[src/rtl/bcd_pkg.sv]
// Shared definitions for the binary-to-BCD conversion scheduler and its double-dabble core.
package bcd_pkg;

    typedef enum logic [1:0] {
        StIdle,
        StConv,
        StResp
    } state_t;

    localparam int unsigned BCD_DIGITS = 4;
    localparam int unsigned BIN_W      = 16;
    localparam logic [15:0] MAX_DEC    = 16'd9999;
    localparam logic [15:0] BCD_SAT    = 16'h9999;

    // One double-dabble iteration: add 3 to every digit above 4, then shift in the next bit.
    function automatic logic [4*BCD_DIGITS-1:0] dabble_step(
        input logic [4*BCD_DIGITS-1:0] bcd_in,
        input logic                    bit_in
    );
        logic [4*BCD_DIGITS-1:0] adj;
        adj = bcd_in;
        for (int d = 0; d < int'(BCD_DIGITS); d++) begin
            if (bcd_in[4*d +: 4] > 4'd4) begin
                adj[4*d +: 4] = bcd_in[4*d +: 4] + 4'd3;
            end
        end
        return {adj[4*BCD_DIGITS-2:0], bit_in};
    endfunction

endpackage

[src/rtl/bcd_dabble_core.sv]
// Sequential 16-bit binary-to-BCD converter, one double-dabble iteration per clock.
module bcd_dabble_core
    import bcd_pkg::*;
(
    input  logic             clock,
    input  logic             a_rst,
    input  logic             start,
    input  logic [BIN_W-1:0] bin,
    output logic             done,
    output logic [15:0]      bcd
);

    localparam logic [4:0] LAST_ITER = 5'(BIN_W);

    logic [BIN_W-1:0] shift_q;
    logic [15:0]      bcd_q;
    logic [4:0]       cnt_q;
    logic             run_q;

    // The start edge performs the first iteration directly from bin, so the result is ready
    // after 16 edges and done is visible in the 16th cycle after start.
    always_ff @(posedge clock or posedge a_rst) begin
        if (a_rst) begin
            shift_q <= '0;
            bcd_q   <= '0;
            cnt_q   <= '0;
            run_q   <= 1'b0;
        end else if (!run_q) begin
            if (start) begin
                bcd_q   <= dabble_step('0, bin[BIN_W-1]);
                shift_q <= {bin[BIN_W-2:0], 1'b0};
                cnt_q   <= 5'd1;
                run_q   <= 1'b1;
            end
        end else if (cnt_q == LAST_ITER) begin
            run_q <= 1'b0;
            cnt_q <= '0;
        end else begin
            bcd_q   <= dabble_step(bcd_q, shift_q[BIN_W-1]);
            shift_q <= {shift_q[BIN_W-2:0], 1'b0};
            cnt_q   <= cnt_q + 5'd1;
        end
    end

    assign done = run_q && (cnt_q == LAST_ITER);
    assign bcd  = bcd_q;

endmodule

[src/rtl/bcd_conv_sched.sv]
// Round-robin scheduler sharing one double-dabble converter between N_REQ requesters.
module bcd_conv_sched
    import bcd_pkg::*;
#(
    parameter int unsigned N_REQ = 4,
    parameter int unsigned ID_W  = $clog2(N_REQ)
) (
    input  logic                   clock,
    input  logic                   a_rst,
    input  logic [N_REQ-1:0]       req_valid,
    input  logic [BIN_W*N_REQ-1:0] req_bin,
    output logic [N_REQ-1:0]       req_ready,
    output logic                   rsp_valid,
    input  logic                   rsp_ready,
    output logic [ID_W-1:0]        rsp_id,
    output logic [15:0]            rsp_bcd,
    output logic                   rsp_ovf,
    output logic                   busy
);

    state_t          state_q;
    logic [ID_W-1:0] ptr_q;
    logic [ID_W-1:0] rsp_id_q;
    logic [15:0]     rsp_bcd_q;
    logic            rsp_ovf_q;
    logic            rsp_valid_q;
    logic            busy_q;

    logic             any_req;
    logic [ID_W-1:0]  win_id;
    logic [ID_W-1:0]  cand;
    logic [ID_W-1:0]  nxt_ptr;
    logic [BIN_W-1:0] sel_bin;
    logic             in_range;
    logic             core_start;
    logic             core_done;
    logic [15:0]      core_bcd;

    // Round-robin search starting at ptr_q; the first valid requester wins.
    always_comb begin
        any_req = 1'b0;
        win_id  = '0;
        cand    = '0;
        for (int unsigned k = 0; k < N_REQ; k++) begin
            cand = ID_W'((32'(ptr_q) + k) % N_REQ);
            if (!any_req && req_valid[cand]) begin
                any_req = 1'b1;
                win_id  = cand;
            end
        end
    end

    always_comb begin
        sel_bin    = req_bin[BIN_W*32'(win_id) +: BIN_W];
        in_range   = (sel_bin <= MAX_DEC);
        nxt_ptr    = (32'(win_id) == N_REQ - 1) ? '0 : win_id + ID_W'(1);
        core_start = (state_q == StIdle) && any_req && in_range;
        req_ready  = '0;
        // Reset is folded in so the grant is also forced low while reset is held.
        if ((state_q == StIdle) && any_req && !a_rst) begin
            req_ready[win_id] = 1'b1;
        end
    end

    bcd_dabble_core u_core (
        .clock (clock),
        .a_rst (a_rst),
        .start (core_start),
        .bin   (sel_bin),
        .done  (core_done),
        .bcd   (core_bcd)
    );

    always_ff @(posedge clock or posedge a_rst) begin
        if (a_rst) begin
            state_q     <= StIdle;
            ptr_q       <= '0;
            rsp_id_q    <= '0;
            rsp_bcd_q   <= '0;
            rsp_ovf_q   <= 1'b0;
            rsp_valid_q <= 1'b0;
            busy_q      <= 1'b0;
        end else begin
            unique case (state_q)
                StIdle: begin
                    if (any_req) begin
                        rsp_id_q <= win_id;
                        ptr_q    <= nxt_ptr;
                        busy_q   <= 1'b1;
                        if (in_range) begin
                            state_q <= StConv;
                        end else begin
                            rsp_bcd_q   <= BCD_SAT;
                            rsp_ovf_q   <= 1'b1;
                            rsp_valid_q <= 1'b1;
                            state_q     <= StResp;
                        end
                    end
                end
                StConv: begin
                    if (core_done) begin
                        rsp_bcd_q   <= core_bcd;
                        rsp_ovf_q   <= 1'b0;
                        rsp_valid_q <= 1'b1;
                        state_q     <= StResp;
                    end
                end
                StResp: begin
                    if (rsp_ready) begin
                        rsp_valid_q <= 1'b0;
                        busy_q      <= 1'b0;
                        state_q     <= StIdle;
                    end
                end
                default: state_q <= StIdle;
            endcase
        end
    end

    assign rsp_valid = rsp_valid_q;
    assign rsp_id    = rsp_id_q;
    assign rsp_bcd   = rsp_bcd_q;
    assign rsp_ovf   = rsp_ovf_q;
    assign busy      = busy_q;

endmodule

[config.mk]
export PLATFORM = sky130hd
export DESIGN_NAME = bcd_conv_sched
export DESIGN_NICKNAME = d
export VERILOG_FILES = /design/src/rtl/bcd_pkg.sv /design/src/rtl/bcd_dabble_core.sv /design/src/rtl/bcd_conv_sched.sv
export SDC_FILE = /design/constraint.sdc
export NUM_CORES = 1
export LEC_CHECK = 0
export BUFFER_PORTS_ARGS = -buffer_cell sky130_fd_sc_hd__buf_2
export CAP_MARGIN = 5
export CORE_UTILIZATION = 45
export CTS_BUF_LIST = sky130_fd_sc_hd__clkbuf_2 sky130_fd_sc_hd__clkbuf_4 sky130_fd_sc_hd__clkbuf_8
export DETAILED_ROUTE_END_ITERATION = 8
export PLACE_DENSITY = 0.72
export SYNTH_ARGS = -nofsm -noshare
export SYNTH_HDL_FRONTEND = slang
export SYNTH_SLANG_ARGS = --single-unit
[constraint.sdc]
create_clock -name clock -period 5.4 [get_ports clock]
set_clock_uncertainty 0.05 [all_clocks]
set_input_delay 1.08 -clock clock [delete_from_list [all_inputs] [get_ports clock]]
set_output_delay 1.08 -clock clock [all_outputs]
set_load 0.1 [all_outputs]
# Word level (Yosys, flattened, before mapping)
# Cells that the tools add are included.
dict set report word_totals {
  in_bits 71
  reg_bits 63
  out_inout_bits 25
}
dict set report classes {
  n_addsub 9
  shifts 1
  muxes 54
  n_eq_ne 9
  n_reduce_logical 23
  magnitude_cmp 11
}
# cell count
set ops {}
lappend ops {{$mux 16} 9}
lappend ops {{$shiftx 64x7->16} 1}
lappend ops {{$pmux 16 s2} 1}
lappend ops {{$mux 1} 18}
lappend ops {{$mux 2} 9}
lappend ops {{$gt 4x3->1 const B} 4}
lappend ops {{$le 16x14->1 const B} 1}
lappend ops {{$mux 4} 4}
lappend ops {{$lt 2x3->1 const B} 5}
lappend ops {{$mux 5} 3}
lappend ops {{$add 4x2->4 const B} 3}
lappend ops {{$ne 2x2->1 const B} 5}
lappend ops {{$bmux 1 s2} 4}
lappend ops {{$logic_and 1x1->1} 8}
lappend ops {{$pmux 2 s3} 1}
lappend ops {{$reduce_and 3->1} 2}
lappend ops {{$reduce_bool 2->1} 3}
lappend ops {{$add 5x1->5 const B} 1}
lappend ops {{$eq 5x5->1 const B} 1}
lappend ops {{$reduce_and 5->1} 1}
lappend ops {{$add 2x1->2 const B} 2}
lappend ops {{$add 2x2->2 const B} 2}
lappend ops {{$eq 2x2->1 const B} 2}
lappend ops {{$logic_not 1->1} 4}
lappend ops {{11 further kinds} 13}

# Logic depth before layout (Yosys ltp)
dict set report logic_depth {
  depth_word 17
  depth_mapped 12
  depth_no_buf 9
}

# Cells and area by module
# From an unflattened synthesis, not the netlist that was laid out.
dict set report hier_totals {
  hier_cells 411
  hier_area_um2 4021.4
}
# module area_each_um2 n_inst cells_each
set modules_own_cells {}
lappend modules_own_cells {bcd_dabble_core 2015.7 1 174}
lappend modules_own_cells {bcd_conv_sched 2005.7 1 237}

# Least setup slack after synthesis
# No wires, ideal clock.
dict set report synth_timing {
  path_type {input to output}
  start {input req_valid[0]}
  end {output req_ready[2]}
  cell_stages 8
  slack_ns 1.203
  arrival_ns 3.067
  path_cell_list {a21oi_1 o21ai_1 o2bb2a_4 buf_6 buf_6 buf_1 ha_1 and2_1}
}
dict set report synth_via {
  elab_chain_len 17
  word_cells_on_any_way 30
  classes_between {2 x order compare; 19 x mux; 9 x reduce/logical}
}
# item line_no
set synth_rtl {}
lappend synth_rtl {{from (decl)} bcd_conv_sched.sv:10} ;# input logic [N_REQ-1:0] req_valid,
lappend synth_rtl {{$bmux 1 s2} bcd_conv_sched.sv:46} ;# if (!any_req && req_valid[cand]) begin
lappend synth_rtl {{$mux 1 (not written as such)} bcd_conv_sched.sv:46}
lappend synth_rtl {{$mux 1} bcd_conv_sched.sv:46}
lappend synth_rtl {{$logic_not 1->1} bcd_conv_sched.sv:46}
lappend synth_rtl {{$logic_and 1x1->1} bcd_conv_sched.sv:46}
lappend synth_rtl {{$mux 1} bcd_conv_sched.sv:46}
lappend synth_rtl {{$logic_not 1->1} bcd_conv_sched.sv:46}
lappend synth_rtl {{$logic_and 1x1->1} bcd_conv_sched.sv:46}
lappend synth_rtl {{[2 not listed]} -}
lappend synth_rtl {{$logic_and 1x1->1} bcd_conv_sched.sv:46}
lappend synth_rtl {{$mux 2 *} bcd_conv_sched.sv:46}
lappend synth_rtl {{net win_id[1]} bcd_conv_sched.sv:30} ;# logic [ID_W-1:0] win_id;
lappend synth_rtl {{$lt 2x3->1 (not written as such) or $ge 2x1->1 (tied branches)} bcd_conv_sched.sv:61} ;# req_ready[win_id] = 1'b1;
lappend synth_rtl {{$logic_and 1x1->1 (not written as such)} bcd_conv_sched.sv:61}
lappend synth_rtl {{$mux 1 (not written as such)} bcd_conv_sched.sv:61}
lappend synth_rtl {{$demux 1 s2 *} bcd_conv_sched.sv:61}
lappend synth_rtl {{$mux 4 *} bcd_conv_sched.sv:60} ;# if ((state_q == StIdle) && any_req && !a_rst) begin
lappend synth_rtl {{to (decl)} bcd_conv_sched.sv:12} ;# output logic [N_REQ-1:0] req_ready,
# Mark *: on every way through the listed nets, which the timed path passes. The rest lies on a longest branch. The select of a mux whose other input is x is not followed.

# Final worst setup path
dict set report layout_timing {
  start {input req_valid[1]}
  end {output req_ready[1]}
}
dict set report layout_via {
  elab_chain_len 17
  word_cells_on_any_way 30
  classes_between {2 x order compare; 19 x mux; 9 x reduce/logical}
}
# item line_no
set layout_rtl {}
lappend layout_rtl {{$bmux 1 s2} bcd_conv_sched.sv:46}
lappend layout_rtl {{$mux 1 (not written as such)} bcd_conv_sched.sv:46}
lappend layout_rtl {{$mux 1} bcd_conv_sched.sv:46}
lappend layout_rtl {{$logic_not 1->1} bcd_conv_sched.sv:46}
lappend layout_rtl {{$logic_and 1x1->1} bcd_conv_sched.sv:46}
lappend layout_rtl {{$mux 1} bcd_conv_sched.sv:46}
lappend layout_rtl {{$logic_not 1->1} bcd_conv_sched.sv:46}
lappend layout_rtl {{$logic_and 1x1->1} bcd_conv_sched.sv:46}
lappend layout_rtl {{$mux 1} bcd_conv_sched.sv:46}
lappend layout_rtl {{$logic_not 1->1} bcd_conv_sched.sv:46}
lappend layout_rtl {{$logic_and 1x1->1} bcd_conv_sched.sv:46}
lappend layout_rtl {{$mux 2} bcd_conv_sched.sv:46}
lappend layout_rtl {{$lt 2x3->1 (not written as such) or $ge 2x1->1 (tied branches)} bcd_conv_sched.sv:61}
lappend layout_rtl {{$logic_and 1x1->1 (not written as such)} bcd_conv_sched.sv:61}
lappend layout_rtl {{$mux 1 (not written as such)} bcd_conv_sched.sv:61}
lappend layout_rtl {{$demux 1 s2} bcd_conv_sched.sv:61}
lappend layout_rtl {{$mux 4 *} bcd_conv_sched.sv:60}
# Mark *: on every way between the ends. The rest lies on a longest branch, timed or not. The select of a mux whose other input is x is not followed.

==> flow_summary.json <==
{
  "dpl_cell_area_um2": 4240,
  "synth-seq-cells": 62,
  "ys_warn_count": 0,
  "start_kind": "input port",
  "crit_fanout": 32,
  "rrSetupSlack_ns": 2.19,
  "grt_pass1_wl_um": 14300,
  "grt-ovfl-total": 0,
  "cts.clk_slew.worst_paths_ns": 0.07,
  "rr_startpoint": "ptr_q[1]",
  "rows": 32,
  "finalWeightedCongestion": 0.787,
  "syn_avg_cell_area_um2": 9.53,
  "rsz0062_at_grt": "false",
  "synth_cell_types": 54,
  "p_per_area_nw_per_um2": 542,
  "dieHeight_um": 93.0,
  "yosys.area.top_type": "dfrtp_1",
  "finalHoldWorstSlack_ns": 0.441,
  "postCtsSetupRepairBufs": 0,
  "end_kind": "primary output",
  "fin_setup_tns_ns": 0,
  "area_growth_pct": 19.2,
  "status": "finished, final reports clean",
  "final_hold_viol_count": 0,
  "period_minus_slack_ns": 3.93,
  "ios": 96,
  "worstSkewPairLatency_ns": 0.34,
  "ys.flop_type": "dfrtp_1",
  "grt_max_degree": 63,
  "n_antenna_cell": 0,
  "seq_area_frac_synth_pct": 41.6,
  "slew_headroom_pct": 19.6,
  "tritoncts": "yes",
  "die_width_um": 93.0,
  "drc": 0,
  "clock-sinks": 62,
  "yosysTopAreaCellShare_pct": 41.6,
  "dr.pass1.iters": 5,
  "drtAntennaViolNets": 0,
  "regArea_um2": 1550,
  "critPathKind": "in2out",
  "synth_edf_count": 0,
  "cts_resized": 0,
  "cts_buffers": 9,
  "hpwlAfterDp_um": 5850,
  "grt_pass1_vias": 3162,
  "final_nets": 563,
  "vdd_drop_max_mv": 0.231,
  "vias_per_cell": 5.37,
  "wl_um": 8380,
  "r2r-end": "u_core.shift_q[13]",
  "clockRootBuffer": "clkbuf_8",
  "cp.arrival_ns": 2.80,
  "track_usage_pct": 20.9,
  "finalCritPeriodShare_pct": 72.8,
  "drive_above_1_share_pct": 31.0,
  "num_vias": 3161,
  "synthesis.area_um2": 3730,
  "core_region_area_um2": 7890,
  "maxSlewViolCount": 0,
  "critPathCapture": "req_ready[1]",
  "startpoint": "req_valid[1]",
  "die_area_um2": 8650,
  "start_util_pct": 47.3,
  "max_cap_viol_count": 0,
  "stdcell_area_um2": 4440,
  "synth_common_cells": "dfrtp_1 (62), nand2_1 (46), inv_1 (34)",
  "numPortBuffers": 95,
  "antenna_found_initial": 0,
  "synth.net_count": 472,
  "rr_worst_depth": 9,
  "syn_inst": 391,
  "fmax_mhz": 254,
  "multi_input_area_um2": 1910,
  "ys_async_sr_fraction_pct": 100,
  "leakage_nw": 2.05,
  "hold_class": "reg2reg",
  "postCtsHoldBufs": 0,
  "worstPathRequired_ns": 4.27,
  "fill_cells": 719,
  "drt-initial-drc-count": 175,
  "setup_viol": 0,
  "clockBufferDepth": 2,
  "htreeDepth": 3,
  "synthTopCellsByArea": "dfrtp_1 (42%), mux2i_1 (7.8%), nand2_1 (4.6%), mux2_2 (3.9%), o21ai_0 (3.5%)",
  "worst_pin_slew_ns": 1.21,
  "yosysMostFrequentCell": "dfrtp_1",
  "routedWlPerCell_um": 14.2
}
## placed cells by master, fill, tap and decap left out, drive strengths merged, types with 2 or more instances in the layout
cell type  count
buf          100
dfrtp         62
nand2         46
inv           35
nor2          34
o21ai         32
mux2i         29
a21oi         20
o22ai         16
mux2          14
nor3          12
clkbuf        11
ha            10
a221oi        10
xnor2          6
nand2b         5
nand3          4
o22a           4
and2           4
a2bb2oi        4
clkinv         3
a21o           2
a311o          2
clkinvlp       2
or2            2
nor4           2
a211oi         2
## metal layers
metal / global-route usage [%] / part of all wire, % / vias to the layer above
met4: 7.31 / 1.1 / 0
met5: 0 / 0 / -
met1: 26.0 / 45 / 1519
met2: 35.2 / 49 / 76
li1: - / - / 1559
met3: 5.53 / 4.2 / 7
## worst max-delay path, stage by stage
cell      delay [ns]
buf_2           0.14
a21oi_1         0.12
o21ai_1         0.09
o2bb2a_4        0.55
inv_1           0.17
ha_1            0.22
and2_1          0.14
buf_2           0.29
## per-stage QoR
step / std cells / power, mW / util [%] / setup slack, ns
floorplan: 391 / 1.78 / - / 1.20
global placement: 573 / 1.95 / 53.7 / 1.53
detailed placement: 573 / 1.99 / 53.7 / 1.45
CTS: 589 / 2.42 / 56.3 / 1.44
global route: 589 / 2.59 / 56.3 / 1.35
finish: 589 / 2.41 / 56.3 / 1.47
## final cells by class
| cell class | count | share of cell area (%) |
|---|---|---|
| clock buffers | 11 | 3.27 |
| inverters | 36 | 3.10 |
| repair buffers | 100 | 11.5 |
| well taps | 102 | 2.87 |
| clock inverters | 5 | 1.32 |
| multi-input cells | 273 | 43.0 |
| flip-flops and latches | 62 | 34.9 |
## state kept, by name, summed over array words and instances, names as in the netlist, 2 cells and up
name,count
rsp_id,2
u_core.cnt_q,5
rsp_bcd,16
u_core.bcd,16
state_q,2
ptr_q,2
u_core.shift_q,15
## logic make-up after synthesis
family                     synth area share (%)
AOI/OAI and AO/OA                          20.1
xor gates and xnor gates                   1.41
adders and majority gates                  3.36
buffers and inverters                      7.18
DFF                                        41.6
muxes                                      12.7
and+or+nand+nor                            13.6
## worst min path at each step
stage                     start          end  cells after the start
finish               rsp_bcd[7]   rsp_bcd[7]                      1
global route         rsp_bcd[7]   rsp_bcd[7]                      1
CTS                  rsp_bcd[7]   rsp_bcd[7]                      1
detailed placement   rsp_bcd[7]   rsp_bcd[7]                      1
global placement    rsp_bcd[15]  rsp_bcd[15]                      1
floorplan            state_q[1]   state_q[0]                      1
## power by group
| part | switching, mW | internal [mW] |
|---|---|---|
| sequential | 0.154 | 0.619 |
| combinational | 0.751 | 0.464 |
| clock | 0.188 | 0.231 |
No activity file was read; power rests on OpenSTA's default activity.
